<file path="src/rtl/ac97_pkg.sv">
// Shared AC'97 frame geometry, tag bit positions and the codec command record.
// Slot start positions are bit_cnt values of the slot's bit 19.
package ac97_pkg;

  localparam int FRAME_BITS  = 256;
  localparam int TAG_BITS    = 16;
  localparam int SLOT_BITS   = 20;
  localparam int SLOT1_START = TAG_BITS;
  localparam int SLOT2_START = SLOT1_START + SLOT_BITS;
  localparam int SLOT3_START = SLOT2_START + SLOT_BITS;
  localparam int SLOT4_START = SLOT3_START + SLOT_BITS;
  localparam int SLOT5_START = SLOT4_START + SLOT_BITS;
  // Everything from slot 5 onward is transmitted as zero.
  localparam int HEAD_BITS   = SLOT5_START;

  localparam logic [7:0] CNT_LAST = 8'(FRAME_BITS - 1);
  localparam logic [7:0] SYNC_END = 8'd14;

  localparam int TAG_VALID = 15;
  localparam int TAG_SLOT1 = 14;
  localparam int TAG_SLOT2 = 13;
  localparam int TAG_SLOT3 = 12;
  localparam int TAG_SLOT4 = 11;

  typedef struct packed {
    logic        rd;
    logic [6:0]  addr;
    logic [15:0] data;
  } cmd_t;

  function automatic logic [15:0] build_tag(input logic en, input logic cmd,
                                            input logic rd, input logic [1:0] id);
    logic [15:0] t;
    t            = 16'h0000;
    t[TAG_VALID] = en | cmd;
    t[TAG_SLOT1] = cmd;
    t[TAG_SLOT2] = cmd & ~rd;
    t[TAG_SLOT3] = en;
    t[TAG_SLOT4] = en;
    t[1:0]       = id;
    return t;
  endfunction

endpackage

</file>
<file path="src/rtl/ac97_frame_counter.sv">
// Free-running 256-bit frame position counter with SYNC, strobe and latch-point decode.
module ac97_frame_counter
  import ac97_pkg::*;
(
  input  logic       clk_i,
  input  logic       rst_n_i,
  output logic [7:0] bit_cnt_o,
  output logic       latch_o,
  output logic       sync_o,
  output logic       strobe_o
);

  logic [7:0] cnt_q, cnt_d;
  logic       sync_q, sync_d;

  // Next count and SYNC decode; SYNC is registered so it lags the count by one cycle.
  always_comb begin
    cnt_d  = cnt_q + 8'd1;
    sync_d = (cnt_q == CNT_LAST) || (cnt_q <= SYNC_END);
  end

  // Counter and SYNC registers; reset parks on the latch point.
  always_ff @(posedge clk_i or negedge rst_n_i) begin
    if (!rst_n_i) begin
      cnt_q  <= CNT_LAST;
      sync_q <= 1'b0;
    end else begin
      cnt_q  <= cnt_d;
      sync_q <= sync_d;
    end
  end

  assign bit_cnt_o = cnt_q;
  assign latch_o   = (cnt_q == CNT_LAST);
  assign sync_o    = sync_q;
  // Gated by reset so the strobe is quiet while held but fires in the first cycle after release.
  assign strobe_o  = latch_o & rst_n_i;

endmodule

</file>
<file path="src/rtl/ac97_frame_tx.sv">
// AC'97 SDATA_OUT frame serializer: PCM slots 3/4 plus a one-deep codec register command buffer.
// All frame content comes from shadow registers loaded at the latch point.
module ac97_frame_tx
  import ac97_pkg::*;
#(
  parameter logic [1:0] CODEC_ID = 2'b00
) (
  input  logic        I_BITCLK,
  input  logic        I_RESET_N,
  input  logic        I_ENABLE,
  input  logic [19:0] I_LEFT_SAMPLE,
  input  logic [19:0] I_RIGHT_SAMPLE,
  output logic        O_STROBE,
  input  logic        I_CMD_VALID,
  input  logic        I_CMD_RD,
  input  logic [6:0]  I_CMD_ADDR,
  input  logic [15:0] I_CMD_DATA,
  output logic        O_CMD_READY,
  output logic        O_SYNC,
  output logic        O_SDATA
);

  logic [7:0] bit_cnt_s;
  logic       latch_s;
  logic       sync_s;
  logic       strobe_s;

  ac97_frame_counter u_counter (
    .clk_i     (I_BITCLK),
    .rst_n_i   (I_RESET_N),
    .bit_cnt_o (bit_cnt_s),
    .latch_o   (latch_s),
    .sync_o    (sync_s),
    .strobe_o  (strobe_s)
  );

  logic        en_q, en_d;
  logic [19:0] left_q, left_d;
  logic [19:0] right_q, right_d;
  logic        pend_q, pend_d;
  cmd_t        buf_q, buf_d;
  logic        fcmd_q, fcmd_d;
  cmd_t        frame_q, frame_d;
  logic        sdata_q, sdata_d;

  logic        accept_s;
  logic [15:0] tag_s;
  logic [19:0] slot1_s, slot2_s, slot3_s, slot4_s;
  logic [HEAD_BITS-1:0] head_s;

  assign O_CMD_READY = I_RESET_N & ~pend_q;
  assign accept_s    = I_CMD_VALID & O_CMD_READY;

  // Shadow and command-buffer next state; an accept at the latch point is kept for the next frame.
  always_comb begin
    en_d    = en_q;
    left_d  = left_q;
    right_d = right_q;
    fcmd_d  = fcmd_q;
    frame_d = frame_q;
    pend_d  = pend_q;
    buf_d   = buf_q;
    if (latch_s) begin
      en_d    = I_ENABLE;
      left_d  = I_LEFT_SAMPLE;
      right_d = I_RIGHT_SAMPLE;
      fcmd_d  = pend_q;
      if (pend_q) begin
        frame_d = buf_q;
      end else begin
        frame_d = frame_q;
      end
    end else begin
      fcmd_d  = fcmd_q;
    end
    if (accept_s) begin
      pend_d = 1'b1;
      buf_d  = '{rd: I_CMD_RD, addr: I_CMD_ADDR, data: I_CMD_DATA};
    end else if (latch_s) begin
      pend_d = 1'b0;
    end else begin
      pend_d = pend_q;
    end
  end

  // Tag and slots 1..4 from the shadows, then the bit selected by the current count.
  always_comb begin
    tag_s   = build_tag(en_q, fcmd_q, frame_q.rd, CODEC_ID);
    slot1_s = fcmd_q ? {frame_q.rd, frame_q.addr, 12'h000} : 20'h00000;
    slot2_s = (fcmd_q && !frame_q.rd) ? {frame_q.data, 4'h0} : 20'h00000;
    slot3_s = en_q ? left_q : 20'h00000;
    slot4_s = en_q ? right_q : 20'h00000;
    head_s  = {tag_s, slot1_s, slot2_s, slot3_s, slot4_s};
    if (bit_cnt_s < 8'(HEAD_BITS)) begin
      sdata_d = head_s[7'(HEAD_BITS - 1) - bit_cnt_s[6:0]];
    end else begin
      sdata_d = 1'b0;
    end
  end

  // State registers; reset drops any pending or in-flight command.
  always_ff @(posedge I_BITCLK or negedge I_RESET_N) begin
    if (!I_RESET_N) begin
      en_q    <= 1'b0;
      left_q  <= 20'h00000;
      right_q <= 20'h00000;
      pend_q  <= 1'b0;
      buf_q   <= '0;
      fcmd_q  <= 1'b0;
      frame_q <= '0;
      sdata_q <= 1'b0;
    end else begin
      en_q    <= en_d;
      left_q  <= left_d;
      right_q <= right_d;
      pend_q  <= pend_d;
      buf_q   <= buf_d;
      fcmd_q  <= fcmd_d;
      frame_q <= frame_d;
      sdata_q <= sdata_d;
    end
  end

  assign O_SDATA  = sdata_q;
  assign O_SYNC   = sync_s;
  assign O_STROBE = strobe_s;

endmodule

</file>
<file path="config.mk">
export PLATFORM = sky130hd
export DESIGN_NAME = ac97_frame_tx
export DESIGN_NICKNAME = d
export VERILOG_FILES = /design/src/rtl/ac97_pkg.sv /design/src/rtl/ac97_frame_counter.sv /design/src/rtl/ac97_frame_tx.sv
export SDC_FILE = /design/constraint.sdc
export NUM_CORES = 1
export LEC_CHECK = 0
export ABC_AREA = 1
export BUFFER_PORTS_ARGS = -buffer_cell sky130_fd_sc_hd__buf_2
export CAP_MARGIN = 20
export CORE_MARGIN = 2
export CORE_UTILIZATION = 40
export CTS_CLUSTER_SIZE = 40
export DETAILED_ROUTE_END_ITERATION = 8
export HOLD_SLACK_MARGIN = 0.02
export SYNTH_ARGS = -nofsm -noshare
export SYNTH_HDL_FRONTEND = slang
export SYNTH_SLANG_ARGS = --single-unit
</file>
<file path="constraint.sdc">
create_clock -name I_BITCLK -period 3.2 [get_ports I_BITCLK]
set_input_delay 0.32 -clock I_BITCLK [delete_from_list [all_inputs] [get_ports I_BITCLK]]
set_output_delay 0.32 -clock I_BITCLK [all_outputs]
set_load 0.02 [all_outputs]
</file>
# Word level (Yosys, flattened, before mapping)
# Cells that the tools add are included.
[totals]
ff_bits = 101
inputBits = 68
word_cells = 41
out_inout_bits = 4
[op_classes]
eq_ne = 1
reduce_logical = 5
add_sub_neg = 2
mux = 9
order_cmp = 3
bitwise = 7
[op_table]
columns = ["cell", "n"]
rows = [
  ["$mux W20", 4],
  ["$add A8 B1 Y8 const B", 1],
  ["$eq A8 B8 Y1 const B", 1],
  ["$le A8 B4 Y1 const B", 1],
  ["$lt A7 B8 Y1 const B", 1],
  ["$lt A8 B7 Y1 const B", 1],
  ["$bmux W1 S7", 1],
  ["$sub A7 B7 Y7 const A", 1],
  ["$and A1 B1 Y1", 4],
  ["$mux W1", 4],
  ["$not A1 Y1", 2],
  ["$reduce_and A2 Y1", 1],
  ["$reduce_bool A2 Y1", 1],
  ["$logic_and A1 B1 Y1", 1],
  ["$logic_not A1 Y1", 1],
  ["$logic_or A1 B1 Y1", 1],
  ["$or A1 B1 Y1", 1],
]

# Depth between registers and ports, before layout
# Gate-level depths: netlist (run 1).
[logic_depth]
depth_word = 6
depth_mapped = 15
mapped_depth_nobuf = 13

# Modules after synthesis
# From an unflattened synthesis (run 1), not the netlist that was laid out.
[unflattened]
cells_unflattened = 522
area_unflattened_um2 = 4663.2
[modules_own_cells]
columns = ["mod", "cells_each", "area_per_inst_um2", "n_inst"]
rows = [
  ["ac97_frame_tx", 465, 4200.3, 1],
  ["ac97_frame_counter", 57, 462.9, 1],
]

# Worst setup path before layout (run 1)
# OpenSTA, ideal clock, no wires.
[synth_path]
path_type = "register -> output"
startpoint = "register u_counter.cnt_q[0], in the netlist u_counter.bit_cnt_o[0]"
endpoint = "output port O_STROBE"
stages_incl_launch_ff = 9
slack_ps = 1011
t_required_ps = 2880
arrival_ps = 1869
path_cell_list = "dfstp_2 -> ha_1 -> inv_1 -> nor2_2 -> nand3_2 -> nor3_4 -> inv_2 -> clkbuf_1 -> nor2_1"
[synth_between]
elab_chain_cells = 2
[synth_lines]
columns = ["element", "line", "source"]
rows = [
  ["start: declaration", "ac97_frame_counter.sv:13", "logic [7:0] cnt_q, cnt_d;"],
  ["start signal: assignment", "ac97_frame_counter.sv:28", "cnt_q <= cnt_d;"],
  ["$eq A8 B8 Y1", "ac97_frame_counter.sv:34", "assign latch_o = (cnt_q == CNT_LAST);"],
  ["$and A1 B1 Y1", "ac97_frame_counter.sv:37", "assign strobe_o = latch_o & rst_n_i;"],
  ["end: declaration", "ac97_frame_tx.sv:13", "output logic O_STROBE,"],
]
# No other way between the ends.

# Final worst setup path (run 1)
# Same ends and word-level chain as after synthesis.

==> results_dict.tcl, run 1 <==
set metrics [dict create \
    grt_first_pass_wirelength_mm 17.4 \
    drt_iter0_markers 185 \
    synth.net_count 632 \
    yosysTopAreaCell "dfrtp_1" \
    gr-total-overflow 0 \
    crit_path_max_incr_delay_ps 550 \
    timing.rr.start "u_counter.bit_cnt_o[0]" \
    path_clk_slew_ps 70 \
    clk_latency_ps 350 \
    final_util_pct 48.1 \
    peakVddDrop_mv 0.248 \
    layout-drive-gt1-share_pct 21.7 \
    root_buffer "clkbuf_16" \
    reg2reg_to "frame_q[21]" \
    cts_made_buffers 9 \
    synth_edf_count 0 \
    whs_path_depth 3 \
    drc 0 \
    placed_area_sq_um 5200 \
    die-area_sq_um 12700 \
    rsz0062_at_grt "false" \
    fin_nets 693 \
    drtPass1Iterations 4 \
    maxCapViolations 0 \
    endpoint_kind "output port" \
    power.total_mw 2.48 \
    skew_ps 6.12 \
    crit_buf_inv 3 \
    wl_per_cell_microns 13.2 \
    cts_htree_levels 3 \
    synth_top_cells_by_count "nand2_1 (223), dfrtp_1 (93), nor2_1 (50)" \
    clockBufferDepth 2 \
    cp_top_family "simple AND/OR/NAND/NOR gates" \
    postRouteAntennaNets 0 \
    io_buffers 71 \
    grt_pass1_vias 3605 \
    critPathMaxFanout 15 \
    via_per_inst 4.70 \
    grt_usage_pct 16.9 \
    finalWorstSetupSlack_ps 632 \
    arrival_ps 2250 \
    status "finished clean" \
    numClockSinks 101 \
    dp_slack_ps 615 \
    n_antenna_cell 0 \
    syn_area_sq_um 4740 \
    multi_input_area_sq_um 1950 \
    fill_cells 1125 \
    synth.yosys.seq_area_share_pct 53.6 \
    synth_cell_type_count 25 \
    start_util_pct 41.3 \
    path_cells "ha_1 > inv_1 > nor2_2 > nand3_2 > nor3_4 > inv_2 > nor2_1 > buf_2" \
    yosysTopAreaCellShare_pct 49.1 \
    syn_to_final_growth_pct 16.4 \
    io_pins 72 \
    cts_tree "yes" \
    path_class "reg -> out" \
    slew_headroom_pct 35.9 \
    gp_congestion 0.835 \
    fin_cells 770 \
    leakage_nw 2.93 \
    r2r_cells 7 \
    worstPathRequired_ps 2880 \
    num_rows 39 \
    ys_top_cells_by_area "dfrtp_1 (49%), nand2_1 (18%), mux2_2 (4.8%)" \
    chipWidth_microns 113 \
    fmax_mhz 389 \
    synthCells 561 \
    whs_ps 171 \
    setup_violations 0 \
    avgSynthCellArea_sq_um 8.45 \
    r2r_slack_ps 670 \
    hp-class "in -> reg" \
    cp-start-kind "register" \
    hpwl_mm 6.81 \
    period_share_pct 80.2 \
    register_area_sq_um 2540 \
    tns_ps 0 \
    finalCriticalPeriod_ps 2570 \
    p_per_area_nw_per_um2 450 \
    wirelength_mm 10.2 \
    worst_slew_pin_slew_ps 960 \
    cp_slowest_cell "dfstp_2" \
    grt_antenna_before_repair 0 \
    post_cts_buffers 0 \
    fin_area_sq_um 5510 \
    dominantRegCellSynth "dfrtp_1" \
    slew_violations 0 \
    dp.cells 753 \
    synth.most_common_cell "nand2_1" \
    min_to "right_q[2]" \
    finalHoldViolCount 0 \
    min-delay-start "I_RIGHT_SAMPLE[2]" \
    yosysWarnings 0 \
    grt_max_degree 69 \
    core_area_sq_um 11500 \
    die_h_microns 113 \
    ys_ff_latch 101 \
    async_reset_ff_share_pct 100 \
    num_vias 3620 \
]
## worst min-delay path, delay by kind of cell
family,cells,cell delay [ps]
buffers and inverters,1,70
AND/OR/NAND/NOR,2,90
## cell usage in the layout (no fill, tap or decap), drive strengths merged
master | netlist | routed
nand2 | 225 | 225
ha | 3 | 3
bufinv | 0 | 1
mux2 | 31 | 31
o21ai | 20 | 20
buf | 7 | 78
nor2 | 51 | 51
nand3 | 42 | 42
clkinv | 0 | 2
clkinvlp | 0 | 1
dlygate4sd3 | 0 | 1
nor3 | 4 | 4
dfstp | 8 | 8
o31ai | 1 | 1
dfrtp | 93 | 93
inv | 33 | 34
a21oi | 15 | 15
clkbuf | 22 | 11
xor2 | 6 | 6
## how the worst max path moves through the flow
stage	startpoint	end	cells after the start
floorplan	u_counter.bit_cnt_o[0]	O_STROBE	8
detailed placement	u_counter.bit_cnt_o[0]	frame_q[20]	7
global placement	u_counter.bit_cnt_o[0]	frame_q[20]	7
global route	u_counter.bit_cnt_o[0]	frame_q[20]	7
CTS	u_counter.bit_cnt_o[0]	O_STROBE	8
finish	u_counter.bit_cnt_o[0]	O_STROBE	8
## routing by layer
layer	part of all wire (%)	global-route usage (%)	up-vias	routed length, microns
met5	0	0	-	0
met4	2.1	6.99	0	215
met3	3.5	2.41	15	352
met2	44	25.6	63	4500
met1	50	24.6	1663	5100
li1	-	-	1879	-
## area by class of cell
cell class                 instances  area share [%]
inverter                          33            2.25
sequential                       101            46.0
tap                              143            3.24
multi-input combinational        398            35.4
clock buffer                      11            4.40
timing repair buffer              79            7.62
clock inverter                     5            1.09
## state kept, by name, indices dropped and copies added (netlist names)
name	count
en_q	1
O_SDATA	1
pend_q	1
frame_q	24
u_counter.bit_cnt_o	8
u_counter.sync_o	1
right_q	20
left_q	20
fcmd_q	1
buf_q	24
## where the power goes
group | total (mW) | leakage (nW) | switching (mW) | internal [mW]
sequential | 1.29 | 1.12 | 0.00542 | 1.29
clock | 1.11 | 0.146 | 0.476 | 0.631
combinational | 0.0783 | 1.66 | 0.0407 | 0.0376
total | 2.48 | 2.93 | 0.523 | 1.96
## cell families after synthesis
family          count (synthesis)  share of synthesized area, %
xor+xnor                        6                          1.11
flops                         101                          53.6
fa+ha+maj                       3                         0.792
compound gates                 36                          3.86
simple gates                  322                          27.3
buf+inv                        62                          5.28
mux                            31                          8.08
## repair_timing
| item | CTS | global route |
|---|---|---|
| endpoints found under the hold margin | 32 | 0 |
| hold buffers | 1 | 0 |
| gates resized for setup | 0 | 0 |
No activity file was read; power rests on OpenSTA's default activity.
==> inputs of run 2 (changes only) <==
--- a/config.mk
+++ b/config.mk
@@ -5,7 +5,7 @@
 export SDC_FILE = /design/constraint.sdc
 export NUM_CORES = 1
 export LEC_CHECK = 0
-export ABC_AREA = 1
+export ABC_AREA = 0
 export BUFFER_PORTS_ARGS = -buffer_cell sky130_fd_sc_hd__buf_2
 export CAP_MARGIN = 20
 export CORE_MARGIN = 2
==> constraint.sdc (replaced) <==
create_clock -name I_BITCLK -period 2.7 [get_ports I_BITCLK]
set_input_delay 0.27 -clock I_BITCLK [delete_from_list [all_inputs] [get_ports I_BITCLK]]
set_output_delay 0.27 -clock I_BITCLK [all_outputs]
set_load 0.02 [all_outputs]
==> run 2 against run 1 <==
Effect of this change:
- critical path depth fell by 2
- final area fell by 2.7%
- routed wire length decreased by 13%
- first-iteration DRC count down 17%
- flip-flop and latch count did not move
- sequential share of layout area grew 1.3 points
- combinational power grew 16%
- final cell count decreased by 23%
- core utilization increased by 0.78 points
- non-clock buffer count unchanged
- die area down 3.7%
- count of clock-buffer cells in the layout unchanged
- critical path type unchanged
==> results_dict.tcl, run 2 <==
set metrics [dict create \
    status "finished clean" \
    die-area_sq_um 12300 \
    final_common_cell "nand2_1" \
    peakVddDrop_mv 0.315 \
    drt_iter0_markers 153 \
    path_class "reg -> out" \
    p_sw_share_pct 19.4 \
    arrival_ps 1990 \
    grt_max_degree 57 \
    layout-drive-gt1-share_pct 35.2 \
    endpoint_kind "output port" \
    synth_cell_type_count 44 \
    num_vias 2984 \
    postRouteAntennaNets 0 \
    numClockSinks 101 \
    multi_input_area_sq_um 1860 \
    synth_top_cells_by_count "nand2_1 (129), dfrtp_1 (93), mux2_2 (50)" \
    yosysTopAreaCell "dfrtp_1" \
    synthCells 381 \
    power_frac_clock_pct 47.8 \
    r2r_slack_ps 480 \
    cts_made_buffers 9 \
    timing.rr.start "u_counter.bit_cnt_o[0]" \
    io_buffers 71 \
    die_h_microns 111 \
    wl_per_cell_microns 14.8 \
    skew_ps 7.91 \
    via_per_inst 5.02 \
    fill_cells 984 \
    drc 0 \
    avgSynthCellArea_sq_um 12.0 \
    io_pins 72 \
    post_cts_buffers 0 \
    hpwl_mm 6.14 \
    p_switching_uw 602 \
    root_buffer "clkbuf_16" \
    start_util_pct 41.5 \
    yosysWarnings 0 \
    power.internal_mw 2.51 \
    chipWidth_microns 111 \
    finalCriticalPeriod_ps 2260 \
    wirelength_mm 8.81 \
    r2r_cells 5 \
    async_reset_ff_share_pct 100 \
    critPathMaxFanout 3 \
    fmax_mhz 443 \
    ys_top_cells_by_area "dfrtp_1 (51%), mux2_2 (12%), nand2_1 (11%)" \
    synth.net_count 452 \
    synth_edf_count 0 \
    slew_headroom_pct 54.4 \
    hp-class "in -> async" \
    cts_hold_buf 0 \
    clockBufferDepth 2 \
    grt_pass1_vias 3093 \
    cp-start-kind "register" \
    synth.most_common_cell "nand2_1" \
    p_per_area_nw_per_um2 580 \
    worstPathRequired_ps 2430 \
    reg2reg_to "O_SDATA" \
    clk_latency_ps 340 \
    rsz0062_at_grt "false" \
    gp_congestion 0.938 \
    period_share_pct 83.7 \
    cts_htree_levels 3 \
    p_comb_share_pct 2.9 \
    path_clk_slew_ps 70 \
    core_area_sq_um 11000 \
    p_seq_share_pct 49.3 \
    slew_violations 0 \
    dominantRegCellSynth "dfrtp_1" \
    cts_tree "yes" \
    finalHoldViolCount 0 \
    yosysTopAreaCellShare_pct 51.1 \
    power.total_mw 3.11 \
    tns_ps 0 \
    grt_usage_pct 15.4 \
    synth.yosys.seq_area_share_pct 55.7 \
    setup_violations 0 \
    drtPass1Iterations 4 \
    grt_first_pass_wirelength_mm 15.3 \
    worst_slew_pin_slew_ps 684 \
    cts_resized 0 \
    syn_to_final_growth_pct 17.7 \
    fin_nets 521 \
    grt_antenna_before_repair 0 \
    register_area_sq_um 2540 \
    gr-total-overflow 0 \
    leakage_nw 2.59 \
    maxCapViolations 0 \
    final_util_pct 48.9 \
    syn_area_sq_um 4560 \
    layout_common_cells "nand2_1 (129), dfrtp_1 (93), buf_2 (70), mux2_2 (50), mux4_1 (10)" \
    ys_ff_latch 101 \
    n_antenna_cell 0 \
    top_regs "buf_q (24), frame_q (24)" \
    num_rows 38 \
]
==> run 2: worst max-delay path: stages, from the launching register on <==
cell and delay, ps:
dfstp_2 530, ha_1 180, nand3_1 150, nor3_2 230, and3_1 270, and2_1 140
buf_2 160
==> run 2: stage by stage <==
stage	area [sq um]	instances	hold slack, ps	worst slack, ps
final	5370	595	21.8	441
after global routing	5370	595	88.6	307
after CTS	5370	595	44.9	383
after detailed placement	5020	579	405	488
after global placement	5020	579	406	514
after floorplan	4560	381	-25.6	666
==> run 2: power by group through the flow <==
stage / clock [mW] / sequential, mW / combinational, mW
after floorplan: 0 / 1.56 / 0.0130
after global placement: 0 / 1.56 / 0.0925
after detailed placement: 0 / 1.56 / 0.0949
after CTS: 1.52 / 1.53 / 0.0954
after global routing: 1.59 / 1.53 / 0.107
final: 1.49 / 1.53 / 0.0911
==> run 2: layer usage <==
metal / wire (microns) / up-vias / share of wire (%) / global-route usage (%)
li1: - / 1439 / - / -
met2: 4200 / 59 / 48 / 24.9
met4: 141 / 0 / 1.6 / 5.17
met5: 0 / - / 0 / 0
met1: 4140 / 1474 / 47 / 20.8
met3: 323 / 12 / 3.7 / 3.34
==> run 2: area by class of cell <==
type	count	share of cell area, %
Sequential cell	101	47.3
Multi-Input combinational cell	254	34.6
Timing Repair Buffer	79	8.02
Clock buffer	11	4.52
Tap cell	140	3.26
Clock inverter	5	1.98
Inverter	5	0.350
==> run 2: cell families (layout without fill, tap and decap cells) <==
group | count (synthesis) | in the layout | share of synthesized area, %
and+or+nand+nor | 157 | 157 | 14.5
DFF | 101 | 101 | 55.7
muxes | 67 | 67 | 20.5
buffers and inverters | 26 | 100 | 3.62
AOI/OAI and AO/OA | 21 | 21 | 3.73
xor gates and xnor gates | 6 | 6 | 1.15
adders and majority gates | 3 | 3 | 0.824
==> run 2: worst max-delay path by stage <==
stage	startpoint	end	slack, ps	depth (start not counted)
floorplan	u_counter.bit_cnt_o[1]	frame_q[10]	670	7
global placement	u_counter.bit_cnt_o[0]	O_SDATA	510	5
detailed placement	u_counter.bit_cnt_o[0]	O_SDATA	490	5
CTS	u_counter.bit_cnt_o[0]	O_STROBE	380	6
global route	u_counter.bit_cnt_o[2]	O_STROBE	310	5
finish	u_counter.bit_cnt_o[0]	O_STROBE	440	6
